## config.mk

```make
export PLATFORM = sky130hd
export DESIGN_NAME = prio_enc_queue
export DESIGN_NICKNAME = d
export VERILOG_FILES = /design/src/rtl/prio_enc_queue.sv
export SDC_FILE = /design/constraint.sdc
export NUM_CORES = 1
export LEC_CHECK = 0
export ABC_AREA = 1
export CAP_MARGIN = 40
export CORE_MARGIN = 3
export CORE_UTILIZATION = 49
export DETAILED_ROUTE_END_ITERATION = 10
export PLACE_DENSITY = 0.77
export SLEW_MARGIN = 10
export SYNTH_ARGS = -nofsm -noshare
export SYNTH_HDL_FRONTEND = slang
export SYNTH_SLANG_ARGS = --single-unit
export TNS_END_PERCENT = 5
```

## constraint.sdc

```tcl
create_clock -name clk -period 4.6 [get_ports clk]
set_input_delay 1.38 -clock clk [delete_from_list [all_inputs] [get_ports clk]]
set_output_delay 1.38 -clock clk [all_outputs]
set_load 0.1 [all_outputs]
```

## src/rtl/prio_enc_queue.sv

```systemverilog
`default_nettype none
// ============================================================================
// prio_enc_queue : captures N one-cycle request pulses into a pending set and
// issues them one at a time as binary indices on a valid/ready port.
// Build option: define PRIO_ENC_RR_EN for a round-robin pick (default is
// fixed highest-index priority).
// Revision: 1.0
// ============================================================================
module prio_enc_queue #(
  parameter int N = 8,
  parameter int W = $clog2(N)
) (
  input  logic         clk,
  input  logic         rst_n,
  input  logic [N-1:0] req_in,
  output logic [W-1:0] idx_out,
  output logic         out_valid,
  input  logic         out_ready,
  output logic [W:0]   pend_cnt,
  output logic         dup_err
);

  localparam logic [N-1:0] C_ONE = {{(N-1){1'b0}}, 1'b1};

  logic [N-1:0] pending_q, pending_d;
  logic [W-1:0] idx_q, idx_d;
  logic         valid_q, valid_d;
  logic [W:0]   cnt_q, cnt_d;
  logic         dup_q, dup_d;

  logic [N-1:0] w_cand;
  logic         w_load;
  logic [W-1:0] w_pick;

  assign w_cand = pending_q | req_in;
  assign w_load = !valid_q || out_ready;

`ifdef PRIO_ENC_RR_EN
  logic [W-1:0] ptr_q, ptr_d;

  // First set bit at or above ptr, wrapping from N-1 back to 0.
  always_comb begin
    logic found;
    int   j;
    w_pick = '0;
    found  = 1'b0;
    for (int i = 0; i < N; i++) begin
      j = int'(ptr_q) + i;
      if (j >= N) j = j - N;
      if (!found && w_cand[j]) begin
        w_pick = W'(j);
        found  = 1'b1;
      end
    end
  end

  always_comb begin
    ptr_d = ptr_q;
    if (w_load && (|w_cand)) begin
      ptr_d = (w_pick == W'(N - 1)) ? '0 : w_pick + W'(1);
    end
  end

  always_ff @(posedge clk or negedge rst_n) begin
    if (!rst_n) ptr_q <= '0;
    else        ptr_q <= ptr_d;
  end
`else
  // Ascending scan, so the last match is the highest set index.
  always_comb begin
    w_pick = '0;
    for (int i = 0; i < N; i++) begin
      if (w_cand[i]) w_pick = W'(i);
    end
  end
`endif

  always_comb begin
    pending_d = w_cand;
    idx_d     = idx_q;
    valid_d   = valid_q;
    if (w_load) begin
      if (|w_cand) begin
        idx_d     = w_pick;
        valid_d   = 1'b1;
        pending_d = w_cand & ~(C_ONE << w_pick);
      end else begin
        valid_d   = 1'b0;
        pending_d = '0;
      end
    end
  end

  // Only bits already waiting count as duplicates; the held output index does not.
  assign dup_d = |(pending_q & req_in);

  always_comb begin
    cnt_d = '0;
    for (int i = 0; i < N; i++) begin
      cnt_d = cnt_d + (W + 1)'(pending_d[i]);
    end
  end

  always_ff @(posedge clk or negedge rst_n) begin
    if (!rst_n) begin
      pending_q <= '0;
      idx_q     <= '0;
      valid_q   <= 1'b0;
      cnt_q     <= '0;
      dup_q     <= 1'b0;
    end else begin
      pending_q <= pending_d;
      idx_q     <= idx_d;
      valid_q   <= valid_d;
      cnt_q     <= cnt_d;
      dup_q     <= dup_d;
    end
  end

  assign idx_out   = idx_q;
  assign out_valid = valid_q;
  assign pend_cnt  = cnt_q;
  assign dup_err   = dup_q;

endmodule
`default_nettype wire

```

==> metrics list, run 1 <==
- Result of the run: finished clean
- The longest clock path from root to sink contains 2 buffers.
- At the pin with the least slew margin, the transition time is 741 ps.
* Cell with the most instances after synthesis: sky130_fd_sc_hd__nand2_1
- In this run the critical register-to-register path is launched from pending_q[2]$_DFF_PN0_.
* Syn-to-layout area delta: 67.6%
* Detail Route Antenna Nets: 0
- Tmin final: 4550 ps
- In this run the standard cell core region covers 1800 um^2.
- Input and output buffers added on the ports amount to 19.
- Clock-pin slew was measured on the worst setup and hold paths at 100 ps.
- Buffers inserted to repair hold after CTS numbered 0.
- DR vias/cell: 5.33
- Timing endpoint of the critical path: pend_cnt[1]$_DFF_PN0_
- Worst R2R Path Depth: 17
- Level count of the clock H-tree: 1
* Die Wd: 50.7 um
- Die area: 2570 um^2
- Dividing the final minimum period by the clock period gives 0.990.
- For this run, the top clock speed supported by timing is 0.220 GHz.
- Wire length after detailed routing: 3.58 mm
* Antenna violations before repair: 0
- Pre-antenna DRT Iters: 4
- The most critical setup path has its startpoint at req_in[1].
- Routability-driven placement congestion ratio: 0.794
- For the worst-skew pair, the clock arrives at the later sink with an insertion delay of 290 ps.
- Final hold analysis gives a worst-case slack of 520 ps.
- For this design the static power due to leakage is 0.838 nW.
- Root Buffer Master: sky130_fd_sc_hd__clkbuf_4
- In this run, synthesis inferred 0 flip-flops with an integrated enable.
- STA puts the critical path data required time at 4790 ps.
- The worst setup path is of the primary input to flip-flop kind.
- The wire-length estimate of the detail-placed layout is 1.87 mm.
- I/O pin count: 20
* Total of endpoints with negative setup slack in the final report: 0
- For this run, the total global-route usage over all layers was measured as 0.270.
* Top-area cell type share of the netlist area: 0.435
- After synthesis, the netlist uses 25 different library cells.
- Cell Pwr Density: 351 nW/um^2
* Max-capacitance violation count: 0
- Type of origin of the critical path: primary input
* Share of layout cells above drive strength 1: 0.512
- Leading area contributor after synthesis: sky130_fd_sc_hd__dfrtp_1
- First-pass GRT wire length: 4.98 mm
* End of the worst register-to-register path: pend_cnt[1]$_DFF_PN0_
* Setup total negative slack: 0 ps
- The synthesized netlist occupies a cell area of 978 um^2.
- The die is 50.7 um tall.
* Number of cell rows: 15
- Largest net degree at the start of global routing: 18
- In this run the worst hold path is classified as flip-flop to flip-flop.
* Net count after synthesis: 126
- Headroom to the max-slew limit came out at 0.504.
- TritonCTS clock tree: yes
* Detailed-route DRC error count: 0
- STA classifies the critical path endpoint as a flip-flop.
* Most numerous cell types in the synthesized netlist: sky130_fd_sc_hd__nand2_1 (24), sky130_fd_sc_hd__inv_1 (21), sky130_fd_sc_hd__dfrtp_1 (17)
* GRT Residual Overflow: 0
- Data arrives at the worst endpoint at 4740 ps.
- Part of the Yosys area used for sequential elements: 0.435
- Post-Synthesis Mean Instance Area: 9.06 um^2
* Number of endpoints with negative hold slack in the final report: 0
- Yosys printed 0 warnings.
- Worst-case vdd ir drop: 0.381 mV
- For this run, asynchronously set or reset flops after synthesis account for 1.00.
* Fillers: 75
- Peak fanout along the critical path: 3
- Effective utilization at floorplan: 0.543
- Total number of nets in the final design: 189
- The first routing iteration left 19 violations.
* TritonCTS Buffers: 3
* Antenna Diode Count: 0
- In the final routed layout, each cell accounts on average for 18.4 um.
- Register bit count reported by yosys: 17
* Synth Instances: 108
- The clock drives 17 sinks.
- Worst-case clock skew: 3.23 ps
- For this run, the leading register cell type out of synthesis is sky130_fd_sc_hd__dfrtp_1.
- Across all register-to-register paths, the minimum setup slack is 870 ps.
- Via count of the first global-routing pass: 1076
- Slew Viols, Final: 0
- Sorting the synthesized cells by area gives the leading types as sky130_fd_sc_hd__dfrtp_1 (43%), sky130_fd_sc_hd__nand2_1 (9.2%), sky130_fd_sc_hd__fa_1 (8.2%), sky130_fd_sc_hd__inv_1 (8.1%), sky130_fd_sc_hd__ha_1 (3.8%).
- Across all layers, the routed design uses 1040 vias.
- At the end of the flow the core is filled with cells to 0.910.
==> placed cells by master (no fill, tap or decap) <==
master,n
sky130_fd_sc_hd__buf_8,9
sky130_fd_sc_hd__nand2_4,4
sky130_fd_sc_hd__clkdlybuf4s50_1,11
sky130_fd_sc_hd__buf_4,31
sky130_fd_sc_hd__clkbuf_4,3
sky130_fd_sc_hd__or2_4,1
sky130_fd_sc_hd__nor2_4,7
sky130_fd_sc_hd__ha_1,2
sky130_fd_sc_hd__a21oi_1,3
sky130_fd_sc_hd__nand2_1,16
sky130_fd_sc_hd__dfrtp_1,17
sky130_fd_sc_hd__clkdlybuf4s15_1,1
sky130_fd_sc_hd__clkinv_2,1
sky130_fd_sc_hd__nand3_1,3
sky130_fd_sc_hd__nor3_1,1
sky130_fd_sc_hd__a22o_1,2
sky130_fd_sc_hd__inv_2,9
sky130_fd_sc_hd__o21ai_1,2
sky130_fd_sc_hd__inv_1,15
sky130_fd_sc_hd__nor2_8,1
sky130_fd_sc_hd__o22ai_1,1
sky130_fd_sc_hd__xnor2_1,1
sky130_fd_sc_hd__nor2_2,2
sky130_fd_sc_hd__dlymetal6s2s_1,1
sky130_fd_sc_hd__fa_1,3
sky130_fd_sc_hd__nor2_1,4
sky130_fd_sc_hd__fa_2,1
sky130_fd_sc_hd__nand2_2,8
sky130_fd_sc_hd__a21oi_2,1
sky130_fd_sc_hd__nor3_2,1
sky130_fd_sc_hd__ha_4,1
sky130_fd_sc_hd__clkbuf_2,6
sky130_fd_sc_hd__o21ai_4,1
==> timing repair <==
item	CTS	global route
pin swaps	13	23
setup endpoints to repair	2	2
gates resized for setup	19	30
setup buffers	6	8
==> worst min-delay path by stage <==
stage               slack (ps)  cells after the start                   start                endpoint
floorplan                  520                      2  pending_q[3]$_DFF_PN0_  pending_q[3]$_DFF_PN0_
global placement           460                      2  idx_out[0]$_DFFE_PN0P_  idx_out[0]$_DFFE_PN0P_
detailed placement         470                      2  idx_out[0]$_DFFE_PN0P_  idx_out[0]$_DFFE_PN0P_
CTS                        500                      2  idx_out[0]$_DFFE_PN0P_  idx_out[0]$_DFFE_PN0P_
global route               540                      2  idx_out[0]$_DFFE_PN0P_  idx_out[0]$_DFFE_PN0P_
finish                     520                      2  idx_out[2]$_DFFE_PN0P_  idx_out[2]$_DFFE_PN0P_
==> state kept, by name, indices dropped and copies added, names as in the netlist <==
register and flops:
dup_err 1, idx_out 3, out_valid 1, pend_cnt 4, pending_q 8
==> kinds of logic after synthesis <==
kind of cell,share of synthesized area
and+or+nand+nor,0.271
buffers and inverters,0.0972
DFF,0.435
AOI/OAI and AO/OA,0.0678
adders and majority gates,0.120
xor gates and xnor gates,0.00895
==> critical path: stages <==
cell	delay, ps
sky130_fd_sc_hd__clkdlybuf4s15_1	180
sky130_fd_sc_hd__inv_2	80
sky130_fd_sc_hd__nand2_4	60
sky130_fd_sc_hd__nand2_2	70
sky130_fd_sc_hd__nand2_1	50
sky130_fd_sc_hd__nand2_1	80
sky130_fd_sc_hd__nand2_2	90
sky130_fd_sc_hd__nand2_2	90
sky130_fd_sc_hd__nand2_2	70
sky130_fd_sc_hd__nand2_2	60
sky130_fd_sc_hd__nand2_2	50
sky130_fd_sc_hd__fa_1	520
sky130_fd_sc_hd__inv_2	50
sky130_fd_sc_hd__fa_1	500
sky130_fd_sc_hd__inv_2	40
sky130_fd_sc_hd__fa_1	470
sky130_fd_sc_hd__inv_2	90
sky130_fd_sc_hd__ha_4	140
sky130_fd_sc_hd__inv_2	40
sky130_fd_sc_hd__fa_2	560
sky130_fd_sc_hd__inv_1	50
==> final cells by class <==
class                      count  area, um^2  share of cell area
sequential                    17         425               0.259
inverter                      24        90.1              0.0549
tap                           25        31.3              0.0191
clock buffer                   3        22.5              0.0137
multi-input combinational     66         536               0.326
clock inverter                 1        5.00             0.00305
timing repair buffer          59         531               0.323
==> metal layers <==
metal | up-vias | wire length, um | GRT usage
met5 | - | 0 | 0
met4 | 0 | 312 | 0.126
met3 | 30 | 242 | 0.0772
met2 | 65 | 1790 | 0.478
met1 | 497 | 1230 | 0.293
li1 | 448 | - | -
==> per-stage QoR <==
stage | std cells | worst slack, ps | instance area, um^2 | power (mW)
after CTS | 187 | 15.3 | 1550 | 0.550
after floorplan | 108 | 261 | 978 | 0.343
after detailed placement | 177 | -437 | 1460 | 0.464
final | 195 | 47.0 | 1640 | 0.575
after global routing | 195 | -37.7 | 1640 | 0.599
after global placement | 168 | -306 | 1320 | 0.404
==> power by group <==
| part | total, mW | internal (mW) | switching (mW) | leakage, nW |
|---|---|---|---|---|
| Combinational | 0.319 | 0.121 | 0.198 | 0.646 |
| Clock | 0.0805 | 0.0324 | 0.0481 | 0.0177 |
| Sequential | 0.176 | 0.168 | 0.00799 | 0.175 |
(Power assumes the default switching activity.)
==> run 2, diff against run 1 <==
- CAP_MARGIN: 40 -> 30
==> run 2 against run 1 <==
  * Cell area down 14%
  * First-iteration DRC count down 47%
  * Core utilization decreased by 13 points
  * Worst setup slack gained 31 ps
  * Critical path type unchanged
==> metrics list, run 2 (synthesized netlist as in run 1, its figures left out) <==
- Hold Worst Slack: 496 ps
- Count of buffers from port buffering: 19
- Slew Viols, Final: 0
* Clock-pin slew on the worst setup and hold paths: 100 ps
- The first global-routing pass estimated 3.75 mm of wire.
- In this run, CTS created clock tree buffers numbering 3.
* Detail Route Antenna Nets: 0
- Via count of the first global-routing pass: 896
* Fin area: 1420 um^2
* Type of origin of the critical path: primary input
* Max Clock Freq: 0.221 GHz
- Cell Pwr Density: 349 nW/um^2
* Commonest cells after routing, fill and taps aside: sky130_fd_sc_hd__buf_4 (23), sky130_fd_sc_hd__inv_1 (19), sky130_fd_sc_hd__nand2_1 (19)
- The die covers 2570 um^2.
- Area of the core: 1800 um^2
* Max-capacitance violation count: 0
- The die is 50.7 um tall.
* GRT Residual Overflow: 0
- Normalized max-slew margin: 0.344
- Once detailed placement completed, the half-perimeter wirelength came to 1.74 mm.
- In the final layout, flip-flops and latches occupy 425 um^2.
* Data required, critical path: 4790 ps
- Antenna Diode Count: 0
- For this run, the post-layout net count is 172.
- For this run, design rule violations remaining after detail routing come to 0.
- TritonCTS clock tree: yes
* Global-route usage over all layers: 0.194
- In this run the static leakage power is 0.706 nW.
- Flip-flop count of the largest register, all copies and words added: 8
- Routability-driven placement congestion ratio: 0.794
* Pre-CTS setup slack: -371 ps
* DR vias/cell: 4.62
- The final hold violation count was 0.
- Level count of the clock H-tree: 1
* Clock network latency to the later pin of the worst-skew pair: 290 ps
- Worst-case vdd ir drop: 0.509 mV
* Effective utilization at floorplan: 0.543
- Worst path arrival time: 4720 ps
- Summing all multi-input logic gate instances after layout gives 485 um^2.
* Number of vias in the routed layout: 823
- Most common library cell in the layout ignoring fill and taps: sky130_fd_sc_hd__buf_4
* Fillers: 128
- After layout, the design draws a total of 494 uW.
- Antenna violations before repair: 0
* Worst-case clock skew: 2.47 ps
- Largest net degree at the start of global routing: 18
* Measured slew at the worst slew-check pin: 981 ps
- CTS sink cnt: 17
- The critical path is of the primary input to flip-flop type.
- After routing, the total negative slack on setup checks comes to 0 ps.
- The flow ran to the end, and the final reports show no timing, DRC or antenna violations.
- Once layout is complete, the cells apart from fillers number 178.
- Tmin final: 4520 ps
- Peak fanout along the critical path: 2
- Per-cell routed wire length: 12.0 um
- At the end of the flow the core is filled with cells to 0.785.
* Syn-to-layout area delta: 44.6%
- Post-route fraction of the period consumed by the critical path: 0.983
* Placement-stage cell area: 1320 um^2
* Total of endpoints with negative setup slack in the final report: 0
- After detailed placement, the design holds a cell count of 168.
- Share of layout cells above drive strength 1: 0.366
- Number of cell rows: 15
- Wire length after detailed routing: 2.13 mm
- Post-CTS Hold Fix Bufs: 0
- Pin placement for this block handled 20 I/O pins.
- STA classifies the critical path endpoint as a flip-flop.
- In this run the horizontal extent of the chip is 50.7 um.
- Register bank with the most flops: pending_q
- For this run, the detailed router's first-pass iteration total came to 4.
* Worst min-delay path class: flip-flop to flip-flop
- Number of DRC violations after detailed-routing iteration 0: 10
- The cell sitting at the root of the clock tree is a sky130_fd_sc_hd__clkbuf_4.
- Slack of the critical path: 77.7 ps
- Max clock buf depth: 2
## run 2: cell types whose count changed in the layout (fill, tap and decap cells not counted), moves of 2 or more
cell | previous run | this run
sky130_fd_sc_hd__clkbuf_2 | 6 | 0
sky130_fd_sc_hd__dlygate4sd2_1 | 0 | 6
sky130_fd_sc_hd__buf_4 | 31 | 23
sky130_fd_sc_hd__inv_2 | 9 | 4
sky130_fd_sc_hd__inv_1 | 15 | 19
sky130_fd_sc_hd__nor2_2 | 2 | 5
sky130_fd_sc_hd__nand2_4 | 4 | 2
sky130_fd_sc_hd__nand2_1 | 16 | 19
sky130_fd_sc_hd__nor2_4 | 7 | 4
sky130_fd_sc_hd__buf_8 | 9 | 0
## run 2: metal layers
layer / share of wire / vias to the layer above / track usage
met4: 0.0052 / 0 / 0.0807
met2: 0.55 / 17 / 0.357
met5: 0 / - / 0
met1: 0.40 / 390 / 0.220
met3: 0.043 / 4 / 0.0297
li1: - / 412 / -
## run 2: what timing repair did
item / in CTS / in global routing
gates resized for setup: 13 / 8
endpoints found under the setup margin: 2 / 2
pin swaps: 10 / 8
gates cloned: 0 / 0
buffers inserted: 3 / 3
## run 2: power breakdown
| part | total (mW) | switching (mW) | internal [mW] | leakage (nW) |
|---|---|---|---|---|
| clock network | 0.0795 | 0.0472 | 0.0323 | 0.0177 |
| registers | 0.176 | 0.00737 | 0.168 | 0.175 |
| logic | 0.239 | 0.172 | 0.0670 | 0.513 |
## run 2: critical path, stage by stage
cell and delay (ps):
sky130_fd_sc_hd__clkdlybuf4s50_1 400, sky130_fd_sc_hd__or2_4 240, sky130_fd_sc_hd__nand2_4 90, sky130_fd_sc_hd__nor2_4 30, sky130_fd_sc_hd__nand2_1 80, sky130_fd_sc_hd__nand2_2 80, sky130_fd_sc_hd__fa_1 570, sky130_fd_sc_hd__inv_2 40
sky130_fd_sc_hd__fa_1 490, sky130_fd_sc_hd__inv_1 50, sky130_fd_sc_hd__fa_1 420, sky130_fd_sc_hd__inv_1 70, sky130_fd_sc_hd__ha_2 170, sky130_fd_sc_hd__inv_1 50, sky130_fd_sc_hd__fa_2 510, sky130_fd_sc_hd__inv_1 40
## run 2: area by class of cell
| class | instances | area share |
|---|---|---|
| Clock buffer | 3 | 0.0159 |
| Clock inverter | 1 | 0.00354 |
| Inverter | 24 | 0.0637 |
| Multi-Input combinational cell | 66 | 0.343 |
| Sequential cell | 17 | 0.301 |
| Tap cell | 25 | 0.0221 |
| Timing Repair Buffer | 42 | 0.251 |
## run 2: worst paths after layout
kind,from,endpoint,slack [ps],depth (start not counted)
min,idx_out[0]$_DFFE_PN0P_,idx_out[0]$_DFFE_PN0P_,500,2
max,out_ready,pend_cnt[1]$_DFF_PN0_,80,16
min in group asynchronous,rst_n,dup_err$_DFF_PN0_,1530,1
min reg2reg,idx_out[0]$_DFFE_PN0P_,idx_out[0]$_DFFE_PN0P_,500,2
max reg2reg,pending_q[4]$_DFF_PN0_,pend_cnt[1]$_DFF_PN0_,1000,16
max in group asynchronous,rst_n,pending_q[6]$_DFF_PN0_,2600,1
==> run 3, diff against run 2 <==
- REMOVE_ABC_BUFFERS: default -> 1
==> run 3 against run 2 <==
  * Sequential share of layout area is 4.5 points lower
  * Hold slack better by 110 ps
  * Global-route usage is 16 points higher
  * Combinational power is 21% higher
  * Total power is 14% higher
  * Core utilization is 14 points higher
  * Die area stayed put
  * Clock power is 19% higher
  * Clock skew is 1.1 ps lower
  * First-iteration DRC count grew to 5.8 times the previous value
  * Sequential cell count stayed put
  * Critical path type unchanged
  * Highest routed layer unchanged
==> metrics list, run 3 (synthesized netlist as in run 1, its figures left out) <==
- The worst register-to-register path has a depth of 17.
- Counting every sink on the clock net gives 17.
- STA classifies the critical path endpoint as a flip-flop.
- Max-capacitance violation count: 0
* Global-route usage over all layers: 0.350
* Wire length after detailed routing: 4.41 mm
- Tmin final: 4580 ps
- Number of stages on the worst hold path: 2
- DR vias/cell: 5.57
- Share of layout cells above drive strength 1: 0.506
- Result of the run: finished clean
- At the placement stage, the worst setup path has a slack of -444 ps.
- Switching pwr: 269 uW
* Cell internal pwr: 294 uW
- At the worst endpoint, the arrival time is 4820 ps.
- The number of antenna diodes in the final layout is 0.
* Cell Pwr Density: 338 nW/um^2
- For this run, the post-layout net count is 199.
- Fin area: 1660 um^2
- Number of endpoints with negative hold slack in the final report: 0
- Summed over all cells, the static leakage comes to 0.857 nW.
- Worst-case clock skew: 1.37 ps
* Number of cell rows: 15
- Worst-case vdd ir drop: 0.358 mV
- Setup violations remaining at the end of the flow were counted as 0.
- Of the available clock period, the critical path in the final layout requires 0.996.
- Half-perimeter wire length after placement: 1.72 mm
- Portion of total power attributed to the clock network: 0.169
* Clock network latency to the later pin of the worst-skew pair: 330 ps
- Largest net degree at the start of global routing: 18
- Sequential power share: 0.316
* Number of DRC violations after detailed-routing iteration 0: 58
* Worst min-delay path class: flip-flop to flip-flop
* Max Clock Freq: 0.218 GHz
- Peak fanout along the critical path: 2
* Critical setup path kind: primary input to flip-flop
- Routability-driven placement finished with a final weighted congestion of 0.880.
- No sink is reached through more buffers than the 2 on the longest clock path.
- Data on the critical path is required at its endpoint by 4840 ps.
* Setup repair after global routing missed its margin: true
- Normalized max-slew margin: 0.349
- TritonCTS clock tree: yes
- Per-cell routed wire length: 21.5 um
- CTS built an H-tree with a depth of 1.
- Most common library cell in the layout ignoring fill and taps: sky130_fd_sc_hd__buf_4
- The library cells used most frequently in the layout, excluding fill and tap cells, are sky130_fd_sc_hd__buf_4 (49), sky130_fd_sc_hd__dfrtp_1 (17), sky130_fd_sc_hd__inv_1 (16), sky130_fd_sc_hd__nand2_1 (16), sky130_fd_sc_hd__clkdlybuf4s50_1 (12).
- The via count of the first global-routing pass was 1208.
* Number of vias in the routed layout: 1141
* Chip Height: 50.7 um
- Clock-pin slew was measured on the worst setup and hold paths at 120 ps.
- Die area: 2570 um^2
* Slack of the critical path: 18.7 ps
- Detail Route Antenna Nets: 0
* Net switching fraction of the power: 0.478
- TritonCTS Buffers: 3
* Flip-flop count of the largest register, all copies and words added: 8
- Type of origin of the critical path: primary input
- For this run, design rule violations remaining after detail routing come to 0.
- Global routing finished with a remaining overflow of 0.
- The first TritonRoute pass finished after 4 iterations.
- From synthesis to final layout, the design area changed by 70.1%.
* Multi-input combinational cell area: 532 um^2
- Summing all flip-flop and latch instances after layout gives 425 um^2.
- Area of the core: 1800 um^2
- Hold is met by 603 ps.
- For this configuration, the core starts out at a cell density of 0.543.
- For the pin with the worst max-slew slack, the measured transition is 974 ps.
- Antenna violations before repair: 0
- Die Wd: 50.7 um
- Util after Layout: 0.924
* First-pass GRT wire length: 6.29 mm
- The tree is rooted in a sky130_fd_sc_hd__clkbuf_4.
* Setup total negative slack: 0 ps
* Fillers: 65
* Placement-stage cell area: 1330 um^2
- The register with the most flip-flops in the final layout is pending_q.
- I/O pin count: 20
* Slew Viols, Final: 0
- Count of buffers from port buffering: 19
- Share of power burned in combinational logic: 0.516
[run 3: changes by cell type in the layout (fill, tap and decap cells not counted), sizes merged]
cell | previous run | this run
buf | 23 | 50
clkbuf | 3 | 4
clkdlybuf4s15 | 1 | 0
[run 3: metrics by stage]
stage | std cells | total power, mW
2_1_floorplan | 107 | 0.343
6_report | 205 | 0.563
5_1_grt | 205 | 0.575
3_5_place_dp | 169 | 0.409
3_3_place_gp | 169 | 0.404
4_1_cts | 201 | 0.522
[run 3: metal layers]
layer / GRT usage / part of all wire / vias to the layer above
li1: - / - / 466
met1: 0.384 / 0.34 / 524
met2: 0.593 / 0.48 / 108
met3: 0.0653 / 0.096 / 43
met4: 0.265 / 0.089 / 0
met5: 0 / 0 / -
[run 3: repair_timing]
item / in CTS / in global routing
gates resized for setup: 19 / 17
endpoints found under the hold margin: 0 / 0
hold buffers: 0 / 0
setup endpoints to repair: 2 / 4
setup buffers: 28 / 6
pin swaps: 16 / 14
[run 3: final timing paths]
path	slack (ps)	from	to
setup / recovery	20	req_in[6]	pend_cnt[1]$_DFF_PN0_
hold / removal	600	idx_out[0]$_DFFE_PN0P_	idx_out[0]$_DFFE_PN0P_
setup reg to reg	870	pending_q[6]$_DFF_PN0_	pend_cnt[1]$_DFF_PN0_
hold reg to reg	600	idx_out[0]$_DFFE_PN0P_	idx_out[0]$_DFFE_PN0P_
max in group asynchronous	2620	rst_n	pending_q[6]$_DFF_PN0_
min in group asynchronous	1490	rst_n	pending_q[1]$_DFF_PN0_
[run 3: cell type report]
| class | count | area share |
|---|---|---|
| timing repair buffer | 69 | 0.335 |
| multi-input combinational | 66 | 0.320 |
| sequential | 17 | 0.256 |
| inverter | 24 | 0.0549 |
| tap | 25 | 0.0188 |
| clock buffer | 3 | 0.0135 |
| clock inverter | 1 | 0.00301 |
[run 3: critical path, cell delays in order]
cell and delay (ps):
sky130_fd_sc_hd__dlygate4sd2_1 260, sky130_fd_sc_hd__nor2_2 200, sky130_fd_sc_hd__nand2_4 110, sky130_fd_sc_hd__nor2_8 110
sky130_fd_sc_hd__nand2_4 70, sky130_fd_sc_hd__nor2_4 110, sky130_fd_sc_hd__inv_2 60, sky130_fd_sc_hd__o21ai_4 190
sky130_fd_sc_hd__fa_1 490, sky130_fd_sc_hd__inv_2 80, sky130_fd_sc_hd__fa_1 410, sky130_fd_sc_hd__inv_2 80
sky130_fd_sc_hd__fa_1 460, sky130_fd_sc_hd__inv_2 90, sky130_fd_sc_hd__ha_4 130, sky130_fd_sc_hd__inv_2 40
sky130_fd_sc_hd__fa_1 480, sky130_fd_sc_hd__inv_1 40
[run 3: power groups by stage]
stage | Combinational (mW) | Clock (mW) | Sequential (mW)
2_1_floorplan | 0.0403 | 0 | 0.302
3_3_place_gp | 0.226 | 0 | 0.177
3_5_place_dp | 0.230 | 0 | 0.179
4_1_cts | 0.262 | 0.0843 | 0.176
5_1_grt | 0.300 | 0.0958 | 0.180
6_report | 0.290 | 0.0949 | 0.178
